File: config.mk
export PLATFORM = sky130hd
export DESIGN_NAME = img_uart_loader_flat
export DESIGN_NICKNAME = d
export VERILOG_FILES = /design/src/rtl/img_pkg.sv /design/src/rtl/img_uart_loader_if.sv /design/src/rtl/uart_byte_rx.sv /design/src/rtl/img_uart_loader.sv /design/src/flat_wrapper.sv
export SDC_FILE = /design/constraint.sdc
export NUM_CORES = 1
export LEC_CHECK = 0
export BUFFER_PORTS_ARGS = -buffer_cell sky130_fd_sc_hd__buf_2
export CORE_MARGIN = 4
export CORE_UTILIZATION = 59
export DETAILED_ROUTE_END_ITERATION = 8
export GPL_TIMING_DRIVEN = 0
export MAX_ROUTING_LAYER = met4
export PLACE_DENSITY = 0.89
export REMOVE_ABC_BUFFERS = 1
export SLEW_MARGIN = 20
export SYNTH_ARGS = -nofsm -noshare
export SYNTH_HDL_FRONTEND = slang
export SYNTH_SLANG_ARGS = --single-unit
File: constraint.sdc
create_clock -name clk_in -period 2.5 [get_ports clk_in]
set_input_delay 0.375 -clock clk_in [delete_from_list [all_inputs] [get_ports clk_in]]
set_output_delay 0.375 -clock clk_in [all_outputs]
set_load 0.02 [all_outputs]
File: src/rtl/img_pkg.sv
// Shared image geometry, bus widths and FSM encodings for the UART image loader.
package img_pkg;

    localparam int H_IMAGE_PIXEL = 100;
    localparam int V_IMAGE_PIXEL = 100;
    localparam int IMG_PIXELS    = H_IMAGE_PIXEL * V_IMAGE_PIXEL;
    localparam int AddressWidth  = 14;
    localparam int DataWidth     = 8;

    typedef enum logic [1:0] {
        ST_IDLE,
        ST_LOAD,
        ST_CHECK
    } load_state_t;

    typedef enum logic [1:0] {
        RX_IDLE,
        RX_START,
        RX_DATA,
        RX_STOP
    } rx_state_t;

endpackage

File: src/rtl/img_uart_loader_if.sv
// Image RAM write port: the loader is the master, the RAM side the slave.
interface img_uart_loader_if #(
    parameter int AddressWidth = img_pkg::AddressWidth,
    parameter int DataWidth    = img_pkg::DataWidth
);
    logic                    wr_en;
    logic [AddressWidth-1:0] wr_addr;
    logic [DataWidth-1:0]    wr_data;

    modport master (output wr_en, output wr_addr, output wr_data);
    modport slave  (input  wr_en, input  wr_addr, input  wr_data);
endinterface

File: src/rtl/uart_byte_rx.sv
// 8N1 UART byte receiver on an already-synchronised rx line; centre-samples every bit.
module uart_byte_rx #(
    parameter int clk_freq = 12000000,
    parameter int baud     = 115200
) (
    input  logic       clk_in,
    input  logic       reset,
    input  logic       rx,
    output logic [7:0] rx_byte,
    output logic       byte_valid,
    output logic       ferr
);
    import img_pkg::*;

    localparam int DIV  = clk_freq / baud;
    localparam int HALF = DIV / 2;
    localparam int CW   = $clog2(DIV) + 1;

    rx_state_t   state, state_next;
    logic [CW-1:0] cnt, cnt_next;
    logic [2:0]  bit_idx, bit_next;
    logic [7:0]  shift, shift_next;
    logic        rx_prev;

    always_ff @(posedge clk_in or negedge reset) begin
        if (!reset) begin
            state   <= RX_IDLE;
            cnt     <= '0;
            bit_idx <= '0;
            shift   <= '0;
            rx_prev <= 1'b1;
        end else begin
            state   <= state_next;
            cnt     <= cnt_next;
            bit_idx <= bit_next;
            shift   <= shift_next;
            rx_prev <= rx;
        end
    end

    // byte_valid/ferr are combinational on the stop sample so the write lands one cycle later
    always_comb begin
        state_next = state;
        cnt_next   = cnt + CW'(1);
        bit_next   = bit_idx;
        shift_next = shift;
        byte_valid = 1'b0;
        ferr       = 1'b0;
        case (state)
            RX_IDLE: begin
                cnt_next = '0;
                if (rx_prev && !rx) state_next = RX_START;
            end
            RX_START: begin
                if (cnt == CW'(HALF - 1)) begin
                    cnt_next   = '0;
                    bit_next   = '0;
                    state_next = rx ? RX_IDLE : RX_DATA;
                end
            end
            RX_DATA: begin
                if (cnt == CW'(DIV - 1)) begin
                    cnt_next   = '0;
                    shift_next = {rx, shift[7:1]};
                    bit_next   = bit_idx + 3'd1;
                    if (bit_idx == 3'd7) state_next = RX_STOP;
                end
            end
            RX_STOP: begin
                if (cnt == CW'(DIV - 1)) begin
                    cnt_next   = '0;
                    state_next = RX_IDLE;
                    byte_valid = rx;
                    ferr       = !rx;
                end
            end
            default: state_next = RX_IDLE;
        endcase
    end

    assign rx_byte = shift;

endmodule

File: src/rtl/img_uart_loader.sv
// Streams a UART image into the image RAM in raster order, with partial-frame timeout.
// Optional IMG_LOADER_CHECKSUM_EN: a trailing XOR checksum byte validates each frame.
module img_uart_loader #(
    parameter int clk_freq     = 12000000,
    parameter int baud         = 115200,
    parameter int AddressWidth = img_pkg::AddressWidth,
    parameter int DataWidth    = img_pkg::DataWidth,
    parameter int IMG_PIXELS   = img_pkg::IMG_PIXELS,
    parameter int TIMEOUT_BITS = 64
) (
    input  logic              clk_in,
    input  logic              reset,
    input  logic              rx,
    img_uart_loader_if.master wr,
    output logic              loading,
    output logic              frame_done,
    output logic              err
);
    import img_pkg::*;

    localparam int DIV    = clk_freq / baud;
    localparam int TLIMIT = TIMEOUT_BITS * DIV;
    localparam int TW     = $clog2(TLIMIT) + 1;
    localparam logic [AddressWidth-1:0] LAST_ADDR = AddressWidth'(IMG_PIXELS - 1);

    logic rx_meta, rx_sync;
    logic [7:0] rx_byte;
    logic byte_valid, ferr;

    load_state_t state, state_next;
    logic [AddressWidth-1:0] addr, addr_next;
    logic [TW-1:0] tcnt;
    logic timeout, do_write, done_next, err_next, loading_next;
`ifdef IMG_LOADER_CHECKSUM_EN
    logic [7:0] acc, acc_next;
`endif

    always_ff @(posedge clk_in or negedge reset) begin
        if (!reset) begin
            rx_meta <= 1'b1;
            rx_sync <= 1'b1;
        end else begin
            rx_meta <= rx;
            rx_sync <= rx_meta;
        end
    end

    uart_byte_rx #(.clk_freq(clk_freq), .baud(baud)) u_rx (
        .clk_in     (clk_in),
        .reset      (reset),
        .rx         (rx_sync),
        .rx_byte    (rx_byte),
        .byte_valid (byte_valid),
        .ferr       (ferr)
    );

    // Idle-time counter only runs while a frame is open; any accepted byte restarts it
    always_ff @(posedge clk_in or negedge reset) begin
        if (!reset)                            tcnt <= '0;
        else if (state == ST_IDLE || byte_valid) tcnt <= '0;
        else                                   tcnt <= tcnt + TW'(1);
    end
    assign timeout = (tcnt == TW'(TLIMIT - 1));

    always_ff @(posedge clk_in or negedge reset) begin
        if (!reset) begin
            state      <= ST_IDLE;
            addr       <= '0;
            loading    <= 1'b0;
            frame_done <= 1'b0;
            err        <= 1'b0;
            wr.wr_en   <= 1'b0;
            wr.wr_addr <= '0;
            wr.wr_data <= '0;
`ifdef IMG_LOADER_CHECKSUM_EN
            acc        <= '0;
`endif
        end else begin
            state      <= state_next;
            addr       <= addr_next;
            loading    <= loading_next;
            frame_done <= done_next;
            err        <= err_next;
            wr.wr_en   <= do_write;
            if (do_write) begin
                wr.wr_addr <= addr;
                wr.wr_data <= DataWidth'(rx_byte);
            end
`ifdef IMG_LOADER_CHECKSUM_EN
            acc        <= acc_next;
`endif
        end
    end

    always_comb begin
        state_next   = state;
        addr_next    = addr;
        loading_next = loading;
        do_write     = 1'b0;
        done_next    = 1'b0;
        err_next     = ferr;
`ifdef IMG_LOADER_CHECKSUM_EN
        acc_next     = acc;
`endif
        case (state)
            ST_IDLE, ST_LOAD: begin
                if (byte_valid) begin
                    do_write = 1'b1;
`ifdef IMG_LOADER_CHECKSUM_EN
                    acc_next = acc ^ rx_byte;
`endif
                    if (addr == LAST_ADDR) begin
                        addr_next = '0;
`ifdef IMG_LOADER_CHECKSUM_EN
                        state_next   = ST_CHECK;
                        loading_next = 1'b1;
`else
                        state_next   = ST_IDLE;
                        loading_next = 1'b0;
                        done_next    = 1'b1;
`endif
                    end else begin
                        addr_next    = addr + AddressWidth'(1);
                        state_next   = ST_LOAD;
                        loading_next = 1'b1;
                    end
                end else if (state == ST_LOAD && timeout) begin
                    err_next     = 1'b1;
                    addr_next    = '0;
                    loading_next = 1'b0;
                    state_next   = ST_IDLE;
`ifdef IMG_LOADER_CHECKSUM_EN
                    acc_next     = '0;
`endif
                end
            end
`ifdef IMG_LOADER_CHECKSUM_EN
            ST_CHECK: begin
                if (byte_valid || timeout) begin
                    done_next    = byte_valid && (rx_byte == acc);
                    err_next     = !(byte_valid && (rx_byte == acc));
                    loading_next = 1'b0;
                    addr_next    = '0;
                    state_next   = ST_IDLE;
                    acc_next     = '0;
                end
            end
`endif
            default: state_next = ST_IDLE;
        endcase
    end

endmodule
File: src/flat_wrapper.sv
// flat-port wrapper written by rule: the top's interface ports become plain ports
module img_uart_loader_flat import img_pkg::*;
#(
    parameter int clk_freq     = 12000000,
    parameter int baud         = 115200,
    parameter int AddressWidth = img_pkg::AddressWidth,
    parameter int DataWidth    = img_pkg::DataWidth,
    parameter int IMG_PIXELS   = img_pkg::IMG_PIXELS,
    parameter int TIMEOUT_BITS = 64
)
  (clk_in, reset, rx, loading, frame_done, err, wr_wr_en, wr_wr_addr, wr_wr_data);
  img_uart_loader_if #(.AddressWidth(AddressWidth), .DataWidth(DataWidth)) wr_i ();
  input  logic clk_in;
  input  logic reset;
  input  logic rx;
  output logic loading;
  output logic frame_done;
  output logic err;
  output wire logic [$bits(wr_i.wr_en)-1:0] wr_wr_en;
  output wire logic [$bits(wr_i.wr_addr)-1:0] wr_wr_addr;
  output wire logic [$bits(wr_i.wr_data)-1:0] wr_wr_data;
  assign wr_wr_en = wr_i.wr_en;
  assign wr_wr_addr = wr_i.wr_addr;
  assign wr_wr_data = wr_i.wr_data;
  img_uart_loader #(.clk_freq(clk_freq), .baud(baud), .AddressWidth(AddressWidth), .DataWidth(DataWidth), .IMG_PIXELS(IMG_PIXELS), .TIMEOUT_BITS(TIMEOUT_BITS)) u_core (.clk_in(clk_in), .reset(reset), .rx(rx), .wr(wr_i), .loading(loading), .frame_done(frame_done), .err(err));
endmodule
==> results_dict.tcl, run 1 <==
set metrics [dict create \
    status "finished, final reports clean" \
    period_share 0.909 \
    die_width_um 85.8 \
    cts_buffers 9 \
    grt_pass1_vias 2320 \
    met3WireLength_um 315 \
    netlist_instances 312 \
    viasPerCell 5.98 \
    hold_viol_final 0 \
    critPathSlowestCell "or4b_1" \
    synthTopCellsByArea "dfrtp_1, mux2_2, nor2_1, a31oi_1, nand4_1" \
    dp_hpwl_um 4330 \
    routabilityCongestion 0.810 \
    ys_types 43 \
    fin_ws_ns 0.227 \
    place_ws_ns -0.0451 \
    critPathRequiredTime_ns 2.75 \
    netlist_area_um2 3570 \
    crit_buf_inv 2 \
    fmax_mhz 440 \
    drtAntennaViolNets 0 \
    wl_met1_um 2780 \
    fin_crit_ns 2.27 \
    fin_util 0.684 \
    rsz0062_at_grt "false" \
    grt_remaining_overflow 0 \
    synth_warnings 0 \
    crit_chain "or4b_1 > nor3_4 > buf_12 > buf_8 > mux2_2 > a22o_1" \
    critical_path.startpoint_type "register" \
    wl_per_cell_um 15.2 \
    num_vias 2513 \
    cp_max_fo 21 \
    portBuffers 28 \
    antenna_found_initial 0 \
    totalPowerFinal_uw 2480 \
    dr.pass1.iters 4 \
    synth_seq_area_share 0.548 \
    ys_ff_latch 78 \
    die-area_um2 7350 \
    worstMarginPinSlew_ns 0.534 \
    gr-usage-all-layers 0.192 \
    synth_most_common_cell "dfrtp_1" \
    wl_um 6390 \
    antenna_cells 0 \
    hp-class "in2reg" \
    slew_headroom 0.643 \
    finClkSkew_ns 0.0102 \
    crit_path_end_kind "register" \
    syn_avg_cell_area_um2 11.4 \
    synth_top_area_frac 0.526 \
    highest_layer "met4" \
    ctsHtreeMaxLevel 3 \
    worst_ir_drop_vdd_uv 593 \
    crit_path_max_incr_delay_ns 0.61 \
    cts_sinks 78 \
    path_clk_slew_ns 0.09 \
    finalSetupViolCount 0 \
    synth_commonest_cells "dfrtp_1, nor2_1, mux2_2" \
    insertion_delay_ns 0.36 \
    cts-root-buf "clkbuf_8" \
    io-pin-count 29 \
    wl_met2_um 3230 \
    clockBufferDepth 2 \
    areaGrowthSynthToFinish_pct 12.8 \
    grt_pass1_wl_um 10700 \
    leakage_uw 0.00186 \
    cts_tree "yes" \
    synthArstFlopShare 1.00 \
    start_util 0.606 \
    cp_top_family "simple AND/OR/NAND/NOR gates" \
    path_class "reg2reg" \
    maxSlewViolCount 0 \
    num_rows 28 \
    dr.first_iter.drc_count 189 \
    yosysTopAreaCell "dfrtp_1" \
    core_area_um2 5890 \
    power.density_nw_per_um2 616 \
    cap_violations 0 \
    worst_hold_slack_ns 0.116 \
    grt_max_degree 47 \
    fillCellCount 423 \
    die_h_um 85.8 \
    yosys_most_used_dff "dfrtp_1" \
    nets 348 \
    critPathArrivalTime_ns 2.52 \
    drive_above_1_share 0.252 \
    synth_edf_count 0 \
    route.detailed.drc 0 \
]
## path summary, 6_finish.rpt
check                                              from                               end  slack [ns]  cells after the start
min reg2reg                    u_core.rx_meta$_DFF_PN1_          u_core.rx_sync$_DFF_PN1_        0.36                      0
min in group asynchronous                         reset  u_core.wr.wr_addr[7]$_DFFE_PN0P_        0.50                      2
min                                                  rx          u_core.rx_meta$_DFF_PN1_        0.12                      1
max in group asynchronous                         reset          u_core.rx_sync$_DFF_PN1_        1.37                      3
max                        u_core.u_rx.cnt[4]$_DFF_PN0_        u_core.addr[4]$_DFFE_PN0P_        0.23                      6
max reg2reg                u_core.u_rx.cnt[4]$_DFF_PN0_        u_core.addr[4]$_DFFE_PN0P_        0.23                      6
## where the power goes
part / leakage, uW / internal (uW) / total (uW) / switching (uW)
Clock: 0.0000968 / 472 / 954 / 481
Combinational: 0.000696 / 63.0 / 156 / 93.0
Sequential: 0.00107 / 1310 / 1370 / 65.3
Total: 0.00186 / 1840 / 2480 / 640
## cell type report
cell class              instances  area (um^2)  area share
flip-flops and latches         78         1960       0.486
multi-input cells             211         1510       0.376
repair buffers                 35          238      0.0591
clock buffers                   9          124      0.0308
well taps                      75         93.8      0.0233
clock inverters                 7         80.1      0.0199
inverters                       5         18.8     0.00466
## layout by cell type (no fill, tap or decap), drive strengths merged, types with 9 or more instances in the layout
cell	Yosys	final
clkbuf	7	9
nand3	14	14
dfrtp	75	75
buf	12	34
mux2	32	32
nand4	15	16
nor3	9	9
nor2	31	31
nand2	14	14
a31oi	17	17
## state kept, by name, indices dropped and copies added, names as in the netlist, named ones only
signal,flops
u_core.wr.wr_data,8
u_core.u_rx.cnt,8
u_core.rx_meta,1
u_core.addr,14
u_core.u_rx.bit_idx,3
u_core.u_rx.rx_byte,8
u_core.u_rx.state,1
u_core.rx_sync,1
u_core.err,1
u_core.wr.wr_addr,14
u_core.loading,1
u_core.tcnt,14
u_core.u_rx.rx_prev,1
u_core.wr.wr_en,1
u_core.frame_done,1
## routing by layer
metal / vias to the layer above / GRT usage
li1: 1200 / -
met1: 1240 / 0.237
met2: 68 / 0.298
met3: 5 / 0.0672
met4: 0 / 0.0619
met5: - / -
## kinds of logic (layout without fill, tap and decap cells)
family | count (synthesis) | count (layout) | synth area share
AND/OR/NAND/NOR | 116 | 117 | 0.176
flip-flops | 78 | 78 | 0.548
multiplexers | 39 | 39 | 0.121
AO/OA/AOI/OAI | 34 | 34 | 0.0645
buffers and inverters | 24 | 56 | 0.0340
XOR/XNOR | 16 | 16 | 0.0393
adder cells (fa/ha/maj) | 5 | 5 | 0.0175
## per-stage QoR
| stage | instance area, um^2 | TNS [ns] | cells |
|---|---|---|---|
| 2_1_floorplan | 3460 | -30.54 | 293 |
| 3_3_place_gp | 3700 | -57.48 | 396 |
| 3_5_place_dp | 3760 | -0.275 | 399 |
| 4_1_cts | 3970 | 0 | 416 |
| 5_1_grt | 4020 | 0 | 420 |
| 6_report | 4020 | 0 | 420 |
## what timing repair did
| action | 4_1_cts | 5_1_grt |
|---|---|---|
| pin swaps | 1 | 2 |
| setup buffers | 0 | 3 |
| cloned | 0 | 1 |
| resized for setup | 1 | 2 |
| hold endpoints to repair | 32 | 0 |
| endpoints found under the setup margin | 9 | 17 |
| hold buffers | 1 | 0 |
Note: power is estimated with default switching activity, not from simulation.
==> inputs of run 2 (changes only) <==
--- a/config.mk
+++ b/config.mk
@@ -6,14 +6,15 @@
 export NUM_CORES = 1
 export LEC_CHECK = 0
 export BUFFER_PORTS_ARGS = -buffer_cell sky130_fd_sc_hd__buf_2
+export CAP_MARGIN = 15
 export CORE_MARGIN = 4
 export CORE_UTILIZATION = 59
 export DETAILED_ROUTE_END_ITERATION = 8
-export GPL_TIMING_DRIVEN = 0
 export MAX_ROUTING_LAYER = met4
 export PLACE_DENSITY = 0.89
 export REMOVE_ABC_BUFFERS = 1
 export SLEW_MARGIN = 20
 export SYNTH_ARGS = -nofsm -noshare
 export SYNTH_HDL_FRONTEND = slang
+export SYNTH_HIERARCHICAL = 1
 export SYNTH_SLANG_ARGS = --single-unit
==> results_dict.tcl, run 2 <==
set metrics [dict create \
    fmax_mhz 432 \
    cap_violations 0 \
    wl_um 6980 \
    maxSlewViolCount 0 \
    status "finished, final reports clean" \
    worstMarginPinSlew_ns 0.938 \
    slew_headroom 0.375 \
    final_common_cell "dfrtp_1" \
    grt_pass1_vias 2525 \
    synth_edf_count 0 \
    finClkSkew_ns 0.0110 \
    num_rows 28 \
    finalSetupViolCount 0 \
    grt_pass1_wl_um 12000 \
    dr.pass1.iters 5 \
    die-area_um2 7380 \
    reg2reg_depth 7 \
    synthTopCellsByArea "dfrtp_1, mux2_2, dfstp_2, ha_1, and3_1" \
    largestRegisters "u_core/addr: 14 flops, u_core/tcnt: 14 flops, u_core/wr.wr_addr: 14 flops" \
    min_from "rx" \
    drive_above_1_share 0.295 \
    design_area_um2 4080 \
    wl_per_cell_um 16.9 \
    synthArstFlopShare 1.00 \
    yosys_most_used_dff "dfrtp_1" \
    fillCellCount 421 \
    grt_remaining_overflow 0 \
    routabilityCongestion 0.873 \
    drtAntennaViolNets 0 \
    yosysTopAreaCell "dfrtp_1" \
    portBuffers 28 \
    path_class "reg2reg" \
    viasPerCell 6.15 \
    clockBufferDepth 2 \
    netlist_instances 297 \
    synth_most_common_cell "dfrtp_1" \
    start_util 0.605 \
    hold_viol_final 0 \
    dr.first_iter.drc_count 255 \
    leakage_uw 0.00195 \
    rsz0062_at_grt "false" \
    core_area_um2 5920 \
    cts_sinks 78 \
    critical_path.startpoint_type "register" \
    layout_common_cells "dfrtp_1, buf_2, mux2_2, nor2_1, nand3_1" \
    synth_commonest_cells "dfrtp_1, mux2_2, nor2_1" \
    holdPathStages 1 \
    antenna_cells 0 \
    cts_tree "yes" \
    nets 344 \
    antenna_found_initial 0 \
    critPathArrivalTime_ns 2.56 \
    synth_top_area_frac 0.524 \
    die_h_um 85.9 \
    ctsHtreeMaxLevel 3 \
    critPathRequiredTime_ns 2.75 \
    die_width_um 85.9 \
    insertion_delay_ns 0.35 \
    synth_warnings 6 \
    hp-class "in2reg" \
    whs_endpoint "u_core/rx_meta$_DFF_PN1_" \
    path_clk_slew_ns 0.07 \
    ys_types 62 \
    cts_buffers 9 \
    cp_max_fo 3 \
    syn_avg_cell_area_um2 12.1 \
    crit_path_end_kind "register" \
    netlist_area_um2 3580 \
    dpl_cell_area_um2 3830 \
    io-pin-count 29 \
    dp_hpwl_um 4620 \
    num_vias 2548 \
    r2r-start "u_core/u_rx/cnt[0]$_DFF_PN0_" \
    fin_crit_ns 2.32 \
    route.detailed.drc 0 \
    areaGrowthSynthToFinish_pct 14.0 \
    worst_r2r_endpoint "u_core/frame_done$_DFF_PN0_" \
    synth_seq_area_share 0.546 \
    cts-root-buf "clkbuf_8" \
    power.density_nw_per_um2 658 \
    totalPowerFinal_uw 2680 \
    ys_ff_latch 78 \
    grt_max_degree 79 \
    reg2reg_slack_ns 0.18 \
    period_share 0.926 \
    worst_ir_drop_vdd_uv 407 \
    gr-usage-all-layers 0.213 \
]
-- run 2: power by group --
group,leakage [uW],internal (uW),switching (uW),total [uW]
clock,0.000115,657,448,1100
sequential,0.00107,1310,48.2,1350
combinational,0.000767,103,122,225
-- run 2: final cells by class --
| type | count | area, um^2 | share of cell area |
|---|---|---|---|
| tap | 75 | 93.8 | 0.0230 |
| timing repair buffer | 36 | 215 | 0.0527 |
| clock inverter | 6 | 111 | 0.0273 |
| clock buffer | 9 | 124 | 0.0303 |
| sequential | 78 | 1960 | 0.479 |
| multi-input combinational | 205 | 1560 | 0.383 |
| inverter | 5 | 18.8 | 0.00460 |
-- run 2: through the flow --
stage | util | instances | hold slack, ns | TNS [ns] | setup WS, ns
2_1_floorplan | - | 288 | 0.0794 | -31.75 | -1.13
3_3_place_gp | 0.647 | 398 | 0.347 | 0 | 0.204
3_5_place_dp | 0.647 | 398 | 0.348 | 0 | 0.129
4_1_cts | 0.687 | 413 | 0.116 | 0 | 0.0833
5_1_grt | 0.689 | 414 | 0.117 | 0 | 0.0226
6_report | 0.689 | 414 | 0.127 | 0 | 0.184
-- run 2: worst max-delay path by stage --
stage	start	to	slack, ns	depth (start not counted)
floorplan	u_core/u_rx/cnt[0]$_DFF_PN0_	u_core/frame_done$_DFF_PN0_	-1.13	7
CTS	u_core/u_rx/cnt[0]$_DFF_PN0_	u_core/addr[6]$_DFFE_PN0P_	0.08	7
global placement	u_core/u_rx/cnt[0]$_DFF_PN0_	u_core/addr[6]$_DFFE_PN0P_	0.20	7
finish	u_core/u_rx/cnt[0]$_DFF_PN0_	u_core/frame_done$_DFF_PN0_	0.18	7
detailed placement	u_core/u_rx/cnt[0]$_DFF_PN0_	u_core/addr[7]$_DFFE_PN0P_	0.13	7
global route	u_core/u_rx/cnt[1]$_DFF_PN0_	u_core/frame_done$_DFF_PN0_	0.02	7
-- run 2: kinds of logic (layout without fill, tap and decap cells) --
logic type                 count (synthesis)  after routing  share of synthesized area
AOI/OAI and AO/OA                         42             42                     0.0964
adders and majority gates                  6              6                     0.0210
buffers and inverters                     14             56                     0.0192
and+or+nand+nor                          117            117                      0.201
muxes                                     26             26                     0.0818
DFF                                       78             78                      0.546
xor gates and xnor gates                  14             14                     0.0342
-- run 2: layer usage --
layer	GRT usage	vias to the layer above	share of wire
met3	0.0538	13	0.042
met2	0.325	61	0.51
met5	-	-	0
met1	0.266	1289	0.43
li1	-	1185	-
met4	0.104	0	0.017
-- run 2: repair_timing --
action | 4_1_cts | 5_1_grt
resized for setup | 0 | 3
endpoints found under the setup margin | 0 | 12
hold buffers | 0 | 0
setup buffers | 0 | 1
-- run 2: critical path, cell delays in order (launching register included) --
cell and delay (ns):
dfrtp_1 0.38, ha_1 0.17, or4b_1 0.47, nor2_1 0.15, and3_2 0.24, clkinv_1 0.08, or4_2 0.53, nor4_1 0.18
==> inputs of run 3 (changes only) <==
--- a/config.mk
+++ b/config.mk
@@ -5,10 +5,11 @@
 export SDC_FILE = /design/constraint.sdc
 export NUM_CORES = 1
 export LEC_CHECK = 0
-export BUFFER_PORTS_ARGS = -buffer_cell sky130_fd_sc_hd__buf_2
+export BUFFER_PORTS_ARGS = -buffer_cell sky130_fd_sc_hd__buf_4
 export CAP_MARGIN = 15
 export CORE_MARGIN = 4
 export CORE_UTILIZATION = 59
+export CTS_CLUSTER_SIZE = 30
 export DETAILED_ROUTE_END_ITERATION = 8
 export MAX_ROUTING_LAYER = met4
 export PLACE_DENSITY = 0.89
==> results_dict.tcl, run 3 (same netlist as run 2, synthesis figures left out) <==
set metrics [dict create \
    num_vias 2516 \
    dr.first_iter.drc_count 168 \
    dp_hpwl_um 4530 \
    core_area_um2 5920 \
    fin_util 0.695 \
    insertion_delay_ns 0.34 \
    largestRegisters "u_core/addr: 14 flops, u_core/tcnt: 14 flops, u_core/wr.wr_addr: 14 flops" \
    reg2reg_slack_ns 0.21 \
    critPathRequiredTime_ns 2.74 \
    worst_ir_drop_vdd_uv 443 \
    power.density_nw_per_um2 608 \
    crit_path_end_kind "register" \
    worst_r2r_endpoint "u_core/frame_done$_DFF_PN0_" \
    io-pin-count 29 \
    maxSlewViolCount 0 \
    hold_viol_final 0 \
    r2r-start "u_core/u_rx/cnt[0]$_DFF_PN0_" \
    p_int_uw 1910 \
    routabilityCongestion 0.876 \
    grt_remaining_overflow 0 \
    totalPowerFinal_uw 2500 \
    ctsHoldBuffers 0 \
    cp_max_fo 4 \
    finClkSkew_ns 0.00996 \
    critPathArrivalTime_ns 2.54 \
    areaGrowthSynthToFinish_pct 14.8 \
    die-area_um2 7380 \
    fmax_mhz 436 \
    pwr-share-comb 0.089 \
    die_h_um 85.9 \
    power.switching_uw 588 \
    cts_setup_buffers 0 \
    hp-class "in2reg" \
    wl_um 6740 \
    wl_per_cell_um 16.3 \
    gr-usage-all-layers 0.213 \
    fin_crit_ns 2.29 \
    cts_buffers 9 \
    route.detailed.drc 0 \
    status "finished, final reports clean" \
    critPathCapture "u_core/frame_done$_DFF_PN0_" \
    dr.pass1.iters 4 \
    num_rows 28 \
    portBuffers 28 \
    path_clk_slew_ns 0.07 \
    crit_start "u_core/u_rx/cnt[0]$_DFF_PN0_" \
    final_common_cell "dfrtp_1" \
    reg2reg_depth 7 \
    viasPerCell 6.08 \
    switching_share 0.235 \
    layout_common_cells "dfrtp_1, buf_4, mux2_2, nor2_1, nand3_1" \
    die_width_um 85.9 \
    leakage_uw 0.00194 \
    slew_headroom 0.375 \
    drtAntennaViolNets 0 \
    finalSetupViolCount 0 \
    p_clk_frac 0.373 \
    start_util 0.605 \
    cap_violations 0 \
    nets 344 \
    cts_tree "yes" \
    drive_above_1_share 0.292 \
    grt_max_degree 79 \
    p_seq_frac 0.538 \
    grt_pass1_wl_um 12000 \
    rsz0062_at_grt "false" \
    antenna_cells 0 \
    critical_path.startpoint_type "register" \
    cts-root-buf "clkbuf_8" \
    period_share 0.917 \
    clockBufferDepth 2 \
    worstMarginPinSlew_ns 0.938 \
    postCtsResizedCells 0 \
    ctsHtreeMaxLevel 3 \
    grt_pass1_vias 2556 \
    cts_sinks 78 \
    path_class "reg2reg" \
    antenna_found_initial 0 \
]
[run 3: power groups by stage]
stage / Clock (uW) / Sequential, uW / Combinational [uW]
after floorplan: 0 / 1370 / 122
after global placement: 0 / 1370 / 215
after detailed placement: 0 / 1370 / 224
after CTS: 958 / 1340 / 227
after global routing: 1020 / 1350 / 254
final: 933 / 1350 / 223
[run 3: critical path, cell delays in order, from the launching register on]
cell      delay, ns
dfrtp_1        0.39
ha_1           0.18
or4b_1         0.46
nor2_1         0.13
and3_2         0.24
clkinv_1       0.08
or4_2          0.53
nor4_1         0.18
[run 3: worst min path at each step]
stage,from,endpoint,slack [ns],cells after the start
2_1_floorplan,reset,u_core/addr[0]$_DFFE_PN0P_,0.08,0
3_3_place_gp,u_core/rx_meta$_DFF_PN1_,u_core/rx_sync$_DFF_PN1_,0.35,0
3_5_place_dp,u_core/rx_meta$_DFF_PN1_,u_core/rx_sync$_DFF_PN1_,0.35,0
4_1_cts,rx,u_core/rx_meta$_DFF_PN1_,0.12,1
5_1_grt,rx,u_core/rx_meta$_DFF_PN1_,0.11,1
6_report,rx,u_core/rx_meta$_DFF_PN1_,0.14,1
[run 3: layout make-up]
cell class | instances | area (um^2)
sequential | 78 | 1960
fill | 428 | 1810
multi-input combinational | 205 | 1560
timing repair buffer | 36 | 283
clock buffer | 12 | 155
tap | 75 | 93.8
clock inverter | 3 | 43.8
inverter | 5 | 18.8
[run 3: metrics by stage]
step           setup slack [ns]  std cells  instance area, um^2  hold WS (ns)  setup TNS (ns)
3_3_place_gp              0.212        399                 3910         0.350               0
6_report                  0.208        414                 4110         0.138               0
4_1_cts                   0.137        414                 4110         0.119               0
2_1_floorplan             -1.13        288                 3530        0.0794          -31.75
3_5_place_dp              0.153        399                 3910         0.349               0
5_1_grt                  0.0178        414                 4110         0.112               0
[run 3: layer usage]
layer / wire (um) / global-route usage / share of wire
met1: 3010 / 0.277 / 0.45
met2: 3370 / 0.322 / 0.50
met3: 222 / 0.0480 / 0.033
met4: 138 / 0.0950 / 0.020
met5: 0 / - / 0
